File: src/rtl/cache_pkg.sv
// Shared types and tree pseudo-LRU helpers for the cache miss controller.
package cache_pkg;

    typedef enum logic [2:0] {
        IDLE,
        LOOKUP,
        MISS_REQ,
        REFILL,
        UPDATE,
        RESP
    } state_e;

    typedef logic [1:0] way_t;
    typedef logic [2:0] plru_t;

    localparam int NUM_WAYS = 4;

    // b0 picks the pair (0 = ways 0/1, 1 = ways 2/3); b1 or b2 picks inside the pair.
    function automatic way_t plru_victim(input plru_t plru);
        way_t way;
        if (!plru[0]) begin
            way = plru[1] ? 2'd1 : 2'd0;
        end else begin
            way = plru[2] ? 2'd3 : 2'd2;
        end
        return way;
    endfunction

    function automatic plru_t plru_update(input plru_t plru, input way_t way);
        plru_t next;
        next = plru;
        case (way)
            2'd0: begin next[0] = 1'b1; next[1] = 1'b1; end
            2'd1: begin next[0] = 1'b1; next[1] = 1'b0; end
            2'd2: begin next[0] = 1'b0; next[2] = 1'b1; end
            2'd3: begin next[0] = 1'b0; next[2] = 1'b0; end
            default: next = plru;
        endcase
        return next;
    endfunction

endpackage

File: src/rtl/cache_miss_controller_plru_array.sv
// Per-set pseudo-LRU state: one combinational read port, one synchronous write port.
module plru_array
    import cache_pkg::*;
#(
    parameter int INDEX_W = 8
) (
    input  logic               clk,
    input  logic               reset,
    input  logic [INDEX_W-1:0] raddr,
    output plru_t              rdata,
    input  logic               we,
    input  logic [INDEX_W-1:0] waddr,
    input  plru_t              wdata
);

    localparam int DEPTH = 1 << INDEX_W;

    plru_t mem_q [DEPTH];
    plru_t mem_d [DEPTH];

    assign rdata = mem_q[raddr];

    always_comb begin
        mem_d = mem_q;
        if (we) begin
            mem_d[waddr] = wdata;
        end
    end

    always_ff @(posedge clk) begin
        if (reset) begin
            mem_q <= '{default: '0};
        end else begin
            mem_q <= mem_d;
        end
    end

endmodule

File: src/rtl/cache_miss_controller.sv
// Sequences a single cache lookup: PLRU touch on hit, victim select and burst refill on miss.
module cache_miss_controller
    import cache_pkg::*;
#(
    parameter int TAG_W   = 36,
    parameter int INDEX_W = 8,
    parameter int WORDS   = 4,
    parameter int WORD_W  = 32,
    parameter int ADDR_W  = TAG_W + INDEX_W + $clog2(WORDS * WORD_W / 8)
) (
    input  logic                     clk,
    input  logic                     reset,
    input  logic                     req_valid,
    output logic                     req_ready,
    input  logic [TAG_W-1:0]         req_tag,
    input  logic [INDEX_W-1:0]       req_index,
    output logic [TAG_W-1:0]         lk_tag,
    output logic [INDEX_W-1:0]       lk_index,
    input  logic                     hit,
    input  logic [1:0]               hit_way,
    input  logic [3:0]               valid_bits,
    output logic                     mem_req_valid,
    input  logic                     mem_req_ready,
    output logic [ADDR_W-1:0]        mem_addr,
    input  logic                     mem_rdata_valid,
    input  logic [WORD_W-1:0]        mem_rdata,
    output logic                     fill_we,
    output logic [1:0]               fill_way,
    output logic [$clog2(WORDS)-1:0] fill_word,
    output logic [WORD_W-1:0]        fill_data,
    output logic                     tag_we,
    output logic [1:0]               tag_way,
    output logic                     resp_valid,
    output logic                     resp_hit
);

    localparam int OFF_W = ADDR_W - TAG_W - INDEX_W;
    localparam int CNT_W = $clog2(WORDS);
    localparam logic [CNT_W-1:0] LAST_BEAT = CNT_W'(WORDS - 1);

    state_e               state_q, state_d;
    logic [TAG_W-1:0]     lk_tag_q, lk_tag_d;
    logic [INDEX_W-1:0]   lk_index_q, lk_index_d;
    way_t                 victim_q, victim_d;
    logic [CNT_W-1:0]     cnt_q, cnt_d;
    logic                 resp_hit_q, resp_hit_d;

    plru_t                plru_rdata;
    plru_t                plru_wdata;
    logic                 plru_we;
    way_t                 miss_victim;

    plru_array #(
        .INDEX_W (INDEX_W)
    ) u_plru (
        .clk   (clk),
        .reset (reset),
        .raddr (lk_index_q),
        .rdata (plru_rdata),
        .we    (plru_we),
        .waddr (lk_index_q),
        .wdata (plru_wdata)
    );

    // An empty way always wins over the PLRU choice; lowest index first.
    always_comb begin
        miss_victim = plru_victim(plru_rdata);
        for (int i = NUM_WAYS - 1; i >= 0; i--) begin
            if (!valid_bits[i]) begin
                miss_victim = way_t'(i);
            end
        end
    end

    always_comb begin
        state_d    = state_q;
        lk_tag_d   = lk_tag_q;
        lk_index_d = lk_index_q;
        victim_d   = victim_q;
        cnt_d      = cnt_q;
        resp_hit_d = resp_hit_q;
        plru_we    = 1'b0;
        plru_wdata = plru_rdata;

        case (state_q)
            IDLE: begin
                if (req_valid) begin
                    lk_tag_d   = req_tag;
                    lk_index_d = req_index;
                    state_d    = LOOKUP;
                end
            end
            LOOKUP: begin
                if (hit) begin
                    plru_we    = 1'b1;
                    plru_wdata = plru_update(plru_rdata, hit_way);
                    resp_hit_d = 1'b1;
                    state_d    = RESP;
                end else begin
                    victim_d   = miss_victim;
                    resp_hit_d = 1'b0;
                    state_d    = MISS_REQ;
                end
            end
            MISS_REQ: begin
                if (mem_req_ready) begin
                    cnt_d   = '0;
                    state_d = REFILL;
                end
            end
            REFILL: begin
                if (mem_rdata_valid) begin
                    cnt_d = cnt_q + 1'b1;
                    if (cnt_q == LAST_BEAT) begin
                        state_d = UPDATE;
                    end
                end
            end
            UPDATE: begin
                plru_we    = 1'b1;
                plru_wdata = plru_update(plru_rdata, victim_q);
                state_d    = RESP;
            end
            RESP: begin
                state_d = IDLE;
            end
            default: begin
                state_d = IDLE;
            end
        endcase
    end

    always_ff @(posedge clk) begin
        if (reset) begin
            state_q    <= IDLE;
            lk_tag_q   <= '0;
            lk_index_q <= '0;
            victim_q   <= '0;
            cnt_q      <= '0;
            resp_hit_q <= 1'b0;
        end else begin
            state_q    <= state_d;
            lk_tag_q   <= lk_tag_d;
            lk_index_q <= lk_index_d;
            victim_q   <= victim_d;
            cnt_q      <= cnt_d;
            resp_hit_q <= resp_hit_d;
        end
    end

    assign req_ready     = (state_q == IDLE);
    assign lk_tag        = lk_tag_q;
    assign lk_index      = lk_index_q;
    assign mem_req_valid = (state_q == MISS_REQ);
    assign mem_addr      = {lk_tag_q, lk_index_q, {OFF_W{1'b0}}};
    assign fill_we       = (state_q == REFILL) && mem_rdata_valid;
    assign fill_way      = victim_q;
    assign fill_word     = cnt_q;
    assign fill_data     = mem_rdata;
    assign tag_we        = (state_q == UPDATE);
    assign tag_way       = victim_q;
    assign resp_valid    = (state_q == RESP);
    assign resp_hit      = resp_hit_q;

endmodule

File: config.mk
export PLATFORM = sky130hd
export DESIGN_NAME = cache_miss_controller
export DESIGN_NICKNAME = d
export VERILOG_FILES = /design/src/rtl/cache_pkg.sv /design/src/rtl/cache_miss_controller_plru_array.sv /design/src/rtl/cache_miss_controller.sv
export SDC_FILE = /design/constraint.sdc
export NUM_CORES = 2
export LEC_CHECK = 0
export ABC_CLOCK_PERIOD_IN_PS = 3300
export BUFFER_PORTS_ARGS = -buffer_cell sky130_fd_sc_hd__buf_2
export CAP_MARGIN = 15
export CORE_ASPECT_RATIO = 2
export CORE_UTILIZATION = 55
export CTS_CLUSTER_SIZE = 25
export DETAILED_ROUTE_END_ITERATION = 7
export PLACE_DENSITY = 0.76
export SLEW_MARGIN = 20
export SYNTH_ARGS = -nofsm -noshare
export SYNTH_HDL_FRONTEND = slang
export SYNTH_HIERARCHICAL = 1
export SYNTH_SLANG_ARGS = --single-unit
File: constraint.sdc
create_clock -name clk -period 3.3 [get_ports clk]
set_clock_uncertainty 0.1 [all_clocks]
set_input_delay 0.66 -clock clk [delete_from_list [all_inputs] [get_ports clk]]
set_output_delay 0.66 -clock clk [all_outputs]
set_load 0.005 [all_outputs]
==> results.py <==
metrics = {
    "sta": {
        "final_hold_viol_count": 0,
        "finalSetupViolCount": 769,
        "timing.slew.headroom_pct": 46.0,
        "fin_crit_sh_pct": 120,
        "setup_slack_ps": -652,
        "fin_crit_ps": 3950,
        "fmax_ghz": 0.253,
        "slew_violations": 0,
        "tightest_slew_ps": 807,
        "rsz0062_at_grt": "true",
    },
    "detailed_routing": {
        "wirelength_microns": 126000,
        "viasPerCell": 6.47,
        "dr.pass1.iters": 8,
        "dr_wl_met3_microns": 11100,
        "met2_length_microns": 63000,
        "topRoutingLayerUsed": "met4",
        "first_iter_violations": 3965,
        "num_vias": 36400,
        "wire_per_inst_microns": 22.3,
        "antenna_left": 0,
        "m1WireLength_microns": 41100,
        "drcViolationCount": 1,
    },
    "grt": {
        "antenna_found_initial": 2,
        "grt.overflow.total": 0,
        "first_global_vias": 35500,
        "grt_max_degree": 113,
        "track_usage_pct": 34.3,
        "grt_pass1_wl_microns": 189000,
    },
    "synthesis": {
        "netlist.area_leader.share_pct": 43.4,
        "synth_top_family_by_area": "compound AO/OA/AOI/OAI gates",
        "seq_area_frac_synth_pct": 43.4,
        "synthTopCellsByArea": "dfxtp_1 (43%), mux4_2 (11%), a21oi_1 (11%), nand2_1 (9.6%), o21ai_0 (7.4%)",
        "synth_edf_count": 0,
        "synth-adder-area-share_pct": 0.0331,
        "synthSimpleGateAreaFrac_pct": 16.4,
        "yosysUniqueCellTypes": 64,
        "synthMuxAreaShare_pct": 12.6,
        "synth.cell_area_sq_um": 37800,
        "yosysTopAreaCell": "dfxtp_1",
        "syn_avg_cell_area_sq_um": 8.18,
        "synth_seq_cells": 820,
        "async_flop_share_pct": 0,
        "synth_most_common_cell": "nand2_1",
        "postSynthCellCount": 4624,
        "netlist_top_cells_count": "nand2_1 (970), a21oi_1 (832), dfxtp_1 (820)",
        "synth_xor_area_share_pct": 0,
        "synth_compound_area_share_pct": 20.6,
        "synthFlopType": "dfxtp_1",
        "yosys_warnings": 6,
    },
    "placed_design": {
        "gp_congestion": 0.924,
        "place_ws_ps": -755,
        "port-buffer-count": 155,
        "dpl.hpwl_microns": 78000,
    },
    "finish": {
        "final_nets": 4772,
        "fin_util_pct": 65.2,
        "n_fill_cell": 5394,
        "multiInputGateArea_sq_um": 19400,
        "regArea_sq_um": 16400,
        "area_growth_pct": 17.1,
        "drive_gt1_share_pct": 20.3,
    },
    "critical_path": {
        "criticalPathCategory": "flip-flop to flip-flop",
        "path_cells": "buf_12 -> buf_12 -> buf_12 -> mux4_2 -> mux4_2 -> a21oi_2 -> o21ai_2 -> o211ai_1 -> o311ai_2 -> inv_1 -> mux2_4 -> o221ai_4 -> buf_6 -> buf_16 -> clkbuf_16 -> nand3_2 -> a21oi_1",
        "path_max_fanout": 8,
        "crit_slowest_cell": "mux4_2",
        "arrival_ps": 4350,
        "worstPathRequired_ps": 3690,
        "cp-end-kind": "flip-flop",
        "crit_path_start_kind": "flip-flop",
        "cp-startpoint": "lk_index[0]",
        "path_common_cell": "buf_12",
        "cpPeakStageDelay_ps": 560,
        "r2r_start": "lk_index[0]",
    },
    "outcome": {
        "status": "complete, but fails checks",
        "violations": "design-rule violations, negative setup slack",
    },
    "power_and_ir_drop": {
        "power_density_nw_per_um2": 505,
        "peakVddDrop_uv": 463,
        "power_leakage_nw": 14.4,
    },
    "clocking": {
        "clk_pin_slew_ps": 70,
        "clock_sinks": 820,
        "numCtsBuffers": 69,
        "tritoncts": "yes",
        "cts_root_buffer": "clkbuf_16",
        "cts_max_level": 3,
        "clock_latency_ps": 650,
        "cts_buffer_depth": 3,
    },
    "die": {
        "die_h_microns": 373,
        "num_io_pins": 224,
        "rows": 135,
        "start_util_pct": 55.7,
        "fp.coreArea_sq_um": 67900,
        "dieArea_sq_um": 69900,
        "chipWidth_microns": 187,
    },
    "hold_path": {
        "min_path_type": "primary input to flip-flop",
        "min_from": "req_tag[31]",
    },
    "flow_run": {
        "drv_cap": 0,
    },
}
[sequential cells by signal, indices dropped and copies added, names as in the netlist]
name,flops
u_plru/mem_q,768
lk_tag,36
lk_index,8
state_q,3
fill_way,2
fill_word,2
resp_hit,1
[placed cells by master (no fill, tap or decap), types with 79 or more instances in the layout]
cell type and count:
nand2_1 942, buf_4 268, buf_2 154, nand3_1 215, a21oi_1 815, clkbuf_16 79
o21ai_0 556, dfxtp_1 816, mux4_2 188, nor2_1 219
[critical path, delay by kind of cell, from the launching register on]
kind	cells	cell delay, ps
multiplexers	3	1230
buffers and inverters	7	1060
AO/OA/AOI/OAI	6	880
flip-flops	1	420
AND/OR/NAND/NOR	1	70
[cell type report]
type,instances,share of cell area (%)
multi-input combinational,3251,43.8
sequential,820,37.1
timing repair buffer,534,11.5
clock buffer,100,4.60
tap,890,2.51
clock inverter,24,0.483
inverter,7,0.0593
antenna,2,0.0113
[through the flow]
step                      power, mW  hold WS (ps)  std cells  cell area, sq um  TNS [ps]
after floorplan                12.1           333       4627             38000         0
after global placement         13.4           339       5443             40600   -377140
after detailed placement       13.4           345       5443             40600   -440430
after CTS                      21.9           132       5591             43400   -328110
after global routing           22.9           149       5628             44300   -441400
final                          22.4           153       5628             44300   -412150
[kinds of logic after synthesis]
kind of cell | after synthesis
simple gates | 1511
flops | 820
compound gates | 1494
fa+ha+maj | 1
other cells | 1
buf+inv | 556
mux | 241
[what timing repair did]
| item | 4_1_cts | 5_1_grt |
|---|---|---|
| gates resized for setup | 45 | 93 |
| cloned | 9 | 9 |
| pin swaps | 2 | 9 |
| hold buffers | 0 | 0 |
| buffers inserted | 16 | 27 |
| setup endpoints to repair | 769 | 770 |
[report_power, final]
group	switching [mW]	internal (mW)
clock network	3.81	4.55
registers	0.0662	9.95
logic	2.42	1.57
[worst paths after layout]
path                  endpoint  slack [ps]  depth (start not counted)
max          u_plru/mem_q[502]        -650                         17
min                 lk_tag[31]         150                          3
max reg2reg  u_plru/mem_q[502]        -650                         17
min reg2reg   u_plru/mem_q[45]         350                          2
[metal layers]
metal,global-route usage [%],vias up
met5,0,-
met4,28.8,0
met3,6.43,658
met2,59.6,2129
met1,35.6,17400
li1,-,16200
(Power assumes the default switching activity.)
